## config.mk

```make
export PLATFORM = sky130hd
export DESIGN_NAME = fetch_unit
export DESIGN_NICKNAME = d
export VERILOG_FILES = /design/src/rtl/gcore_pkg.sv /design/src/rtl/fetch_unit.sv
export SDC_FILE = /design/constraint.sdc
export NUM_CORES = 1
export LEC_CHECK = 0
export CAP_MARGIN = 40
export CORE_ASPECT_RATIO = 1.2
export CORE_MARGIN = 3
export CORE_UTILIZATION = 41
export DETAILED_ROUTE_END_ITERATION = 10
export GPL_ROUTABILITY_DRIVEN = 0
export HOLD_SLACK_MARGIN = 0.02
export PLACE_DENSITY = 0.73
export SYNTH_ARGS = -nofsm -noshare
export SYNTH_HDL_FRONTEND = slang
export SYNTH_SLANG_ARGS = --single-unit
```

## constraint.sdc

```tcl
create_clock -name clk -period 1.3 [get_ports clk]
set_input_delay 0.13 -clock clk [delete_from_list [all_inputs] [get_ports clk]]
set_output_delay 0.13 -clock clk [all_outputs]
set_load 0.01 [all_outputs]
```

## src/rtl/gcore_pkg.sv

```systemverilog
// Shared GCore definitions: opcode values, instruction field layout and the
// fetch-stage state encoding.
package gcore_pkg;

  localparam int OP_W    = 4;
  localparam int OPND_W  = 12;
  localparam int INSTR_W = 16;
  localparam int OP_LSB  = OPND_W;

  localparam logic [OP_W-1:0] OP_NOP   = 4'h0;
  localparam logic [OP_W-1:0] OP_JUMP  = 4'h1;
  localparam logic [OP_W-1:0] OP_SAVE  = 4'h2;
  localparam logic [OP_W-1:0] OP_LOAD  = 4'h3;
  localparam logic [OP_W-1:0] OP_LOADI = 4'h4;
  localparam logic [OP_W-1:0] OP_SLL   = 4'h5;
  localparam logic [OP_W-1:0] OP_ADD   = 4'h6;
  localparam logic [OP_W-1:0] OP_SUB   = 4'h7;
  localparam logic [OP_W-1:0] OP_AND   = 4'h8;
  localparam logic [OP_W-1:0] OP_OR    = 4'h9;
  localparam logic [OP_W-1:0] OP_XOR   = 4'hA;
  localparam logic [OP_W-1:0] OP_SRL   = 4'hB;
  localparam logic [OP_W-1:0] OP_NOT   = 4'hC;
  localparam logic [OP_W-1:0] OP_INC   = 4'hD;
  localparam logic [OP_W-1:0] OP_DEC   = 4'hE;
  localparam logic [OP_W-1:0] OP_BZ    = 4'hF;

  typedef enum logic [1:0] {
    FS_BOOT  = 2'd0,
    FS_FETCH = 2'd1,
    FS_ISSUE = 2'd2
  } fetch_state_t;

endpackage

```

## src/rtl/fetch_unit.sv

```systemverilog
// GCore instruction fetch stage: owns the PC, fetches over a req/ack handshake,
// holds the instruction for decode/execute and picks the next PC on retire.
module fetch_unit
  import gcore_pkg::*;
#(
  parameter int AW       = 12,
  parameter int RESET_PC = 0
) (
  input  logic               clk,
  input  logic               rst_n,
  output logic               imem_req,
  output logic [AW-1:0]      imem_addr,
  input  logic               imem_ack,
  input  logic [INSTR_W-1:0] imem_rdata,
  output logic [OP_W-1:0]    op,
  output logic [OPND_W-1:0]  operand,
  output logic               instr_valid,
  input  logic               instr_ready,
  input  logic               jump,
  input  logic               branch,
  input  logic               acc_zero,
  output logic [AW-1:0]      pc,
  output logic [15:0]        icount
);

  localparam logic [AW-1:0] RESET_ADDR = AW'(RESET_PC);

  fetch_state_t       state, state_next;
  logic [AW-1:0]      pc_q;
  logic [INSTR_W-1:0] ir_q;
  logic [15:0]        icount_q;
  logic               retire;
  logic               take;

  assign retire = (state == FS_ISSUE) && instr_ready;
  assign take   = jump || (branch && acc_zero);

  // NOTE: state registers use non-blocking assignments so every flop samples
  // pre-edge values regardless of process ordering.
  always_ff @(posedge clk or negedge rst_n) begin
    if (!rst_n) state <= FS_BOOT;
    else        state <= state_next;
  end

  // NOTE: state_next gets its default before the case so no path leaves it
  // unassigned, which would otherwise infer a latch.
  always_comb begin
    state_next = state;
    unique case (state)
      FS_BOOT:  state_next = FS_FETCH;
      FS_FETCH: if (imem_ack) state_next = FS_ISSUE;
      FS_ISSUE: if (instr_ready) state_next = FS_FETCH;
      default:  state_next = FS_BOOT;
    endcase
  end

  // Jump/branch targets use only the low AW bits of the operand.
  always_ff @(posedge clk or negedge rst_n) begin
    if (!rst_n) begin
      pc_q     <= RESET_ADDR;
      ir_q     <= '0;
      icount_q <= '0;
    end else begin
      if ((state == FS_FETCH) && imem_ack) ir_q <= imem_rdata;
      if (retire) begin
        pc_q     <= take ? ir_q[AW-1:0] : pc_q + AW'(1);
        icount_q <= icount_q + 16'd1;
      end
    end
  end

  // Every output is a register or a decode of the state register alone.
  assign imem_req    = (state == FS_FETCH);
  assign imem_addr   = pc_q;
  assign instr_valid = (state == FS_ISSUE);
  assign op          = instr_valid ? ir_q[INSTR_W-1:OP_LSB] : OP_NOP;
  assign operand     = instr_valid ? ir_q[OPND_W-1:0] : '0;
  assign pc          = pc_q;
  assign icount      = icount_q;

endmodule
```

==> reports/qor.txt <==
status - complete, but fails checks
failing checks - setup timing
worst-margin pin slew - 0.303 ns
register area share after synthesis - 0.494
TritonCTS buffer count - 5
Worst path slowest cell - dfrtp_1
vias per cell - 5.43
#FFs+latches synth - 46
Fillers - 315
num rows - 29
Synth area leaders - dfrtp_1, mux2_2, and2_1, buf_4, xnor2_1
post-DP HPWL - 4100 um
crit-path cells - buf_6 > nand4_1 > nor4_4 > nand3_1 > xnor2_1
Skew-Pair Late Insertion Delay - 0.30 ns
Final ANT Viol Nets - 0
CTS tree - done
total power - 7.96 mW
Arr. time, crit path - 1.76 ns
net count after synthesis - 244
Post-Route WL - 7710 um
Crit path largest cell delay - 0.44 ns
clk sinks - 46
share of flip-flops with an asynchronous set or reset - 1.00
CTS clk-pin slew, worst paths - 0.09 ns
crit path capture type - flip-flop
DRC - 0
Post-Route Utilization - 0.761
maxcap violations - 0
Top Ports - 81
antenna diode count - 0
Chip Width - 74.8 um
largest net degree at the start of global routing - 47
vias in the first global route - 2317
min Tclk post-route - 1.55 ns
Leak Pwr - 2.01 nW
Synth Cell Area - 2330 um^2
H-tree levels - 2
Post-Synthesis Cells - 219
Die Y - 88.6 um
delay-heaviest family, CP - simple AND/OR/NAND/NOR gates
Post-synth EDFFs - 0
Max Slew Vio Count - 0
Initial Util - 0.431
CP max FO - 4
critical path type - flip-flop to flip-flop
Synth Flop Type - dfrtp_1
vias post-DR - 2282
Max Buffers Root-to-Sink - 2
Buffers on Ports - 80
Final Cycle Share - 1.19
first-pass GRT wire length - 11600 um
FMAX - 0.645 GHz
Buf/Inv on CP - 1
Final Worst Setup Slack - -0.252 ns
area taken by multi-input logic gates - 1320 um^2
Synth top area share - 0.494
iteration count of the initial detailed-routing pass - 4
type of the most critical hold path - input port to async pin
Distinct cells, synth - 35
Die Footprint - 6630 um^2
synth warn - 0
commonest cells in the synthesized netlist - dfrtp_1, nand2_1, and2_1, mux2_2, a21oi_1
initial DRC count - 265
dpl cells - 371
layout cell share with drive strength beyond 1 - 0.508
final non-filler cell total - 420
CTS root buf - clkbuf_8
Slew headroom - 0.796
DR WL/cell - 18.4 um
final setup vio count - 60
Total GRT Usage - 0.231
Critical Path RT - 1.51 ns
pwr/cell area - 1930 nW/um^2
most frequent cell after synthesis - dfrtp_1
sequential cell area - 1160 um^2
initial antenna violation count - 0
VDD IR max - 1.51 mV
global route total overflow - 0
Fin Clk Skew - 0.00609 ns
fin nets - 382
Startpoint Class - flip-flop
cell taking the most area after synthesis - dfrtp_1
core area - 5410 um^2
RSZ-0062 raised after global routing - true
mean post-synth cell area - 10.6 um^2
Final Hold Viols - 0
area grow syn2layout - 76.6%
-- worst min-delay path, delay by kind of cell --
family | cells | cell delay, ns
buffers and inverters | 3 | 0.89
-- timing repair --
item | in CTS | in global routing
gates resized for setup | 203 | 47
pin swaps | 35 | 14
hold endpoints to repair | 46 | 0
buffers inserted | 28 | 12
cloned | 4 | 1
hold buffers | 1 | 0
endpoints found under the setup margin | 88 | 69
-- power by group --
part	total [mW]	switching [mW]	internal, mW
Clock	0.921	0.491	0.430
Sequential	2.47	0.500	1.97
Combinational	4.57	1.86	2.71
Total	7.96	2.85	5.11
-- sequential cells by signal, summed over array words and instances (netlist names) --
register	flops
icount	16
ir_q	16
imem_addr	12
state	2
-- cell usage in the layout, fill, tap and decap left out, types with 6 or more instances in the layout --
| master | count |
|---|---|
| buf_6 | 32 |
| dlygate4sd2_1 | 31 |
| nand3_1 | 12 |
| mux2_4 | 16 |
| dfrtp_1 | 40 |
| nand2_1 | 17 |
| o21ai_0 | 7 |
| dfrtp_2 | 6 |
| xnor2_1 | 11 |
| clkdlybuf4s50_1 | 21 |
| clkbuf_8 | 6 |
| and2_4 | 17 |
| a21oi_2 | 14 |
| buf_4 | 53 |
-- layer usage --
metal,wire (um),vias to the layer above,GRT usage
met3,413,29,0.0534
met4,323,0,0.105
li1,-,1030,-
met2,3990,95,0.377
met1,2980,1128,0.290
met5,0,-,0
-- logic make-up (layout without fill, tap and decap cells) --
logic type | after synthesis | count (layout) | share of synthesized area
AND/OR/NAND/NOR | 78 | 78 | 0.195
multiplexers | 17 | 17 | 0.0816
flip-flops | 46 | 46 | 0.494
buffers and inverters | 25 | 164 | 0.0687
XOR/XNOR | 15 | 15 | 0.0564
AO/OA/AOI/OAI | 36 | 36 | 0.0929
adder cells (fa/ha/maj) | 2 | 2 | 0.0107
-- cell type report --
| type | count | share of cell area |
|---|---|---|
| Inverter | 2 | 0.00182 |
| Multi-Input combinational cell | 148 | 0.321 |
| Timing Repair Buffer | 154 | 0.354 |
| Clock buffer | 7 | 0.0210 |
| Tap cell | 62 | 0.0189 |
| Clock inverter | 1 | 0.00122 |
| Sequential cell | 46 | 0.282 |
-- final timing paths --
| kind | to | start | depth (start not counted) | slack, ns |
|---|---|---|---|---|
| min in group clk | ir_q[1] | imem_rdata[1] | 2 | 0.44 |
| worst min-delay path | imem_addr[7] | rst_n | 3 | 0.34 |
| max in group asynchronous | icount[0] | rst_n | 3 | 0.72 |
| worst max-delay path | icount[11] | icount[1] | 5 | -0.25 |
| worst max register to register | icount[11] | icount[1] | 5 | -0.25 |
| worst min register to register | icount[15] | icount[15] | 1 | 0.47 |
-- stage by stage --
step	area [um^2]	hold WS, ns	worst slack, ns	TNS [ns]
after global routing	4110	0.373	-0.341	-8.55
after detailed placement	3360	0.134	-0.331	-7.20
after global placement	3360	0.131	-0.290	-6.27
after CTS	3940	0.355	-0.165	-5.53
after floorplan	2350	-0.166	-0.0890	-0.441
final	4110	0.335	-0.252	-6.04
Note: power is estimated with default switching activity, not from simulation.
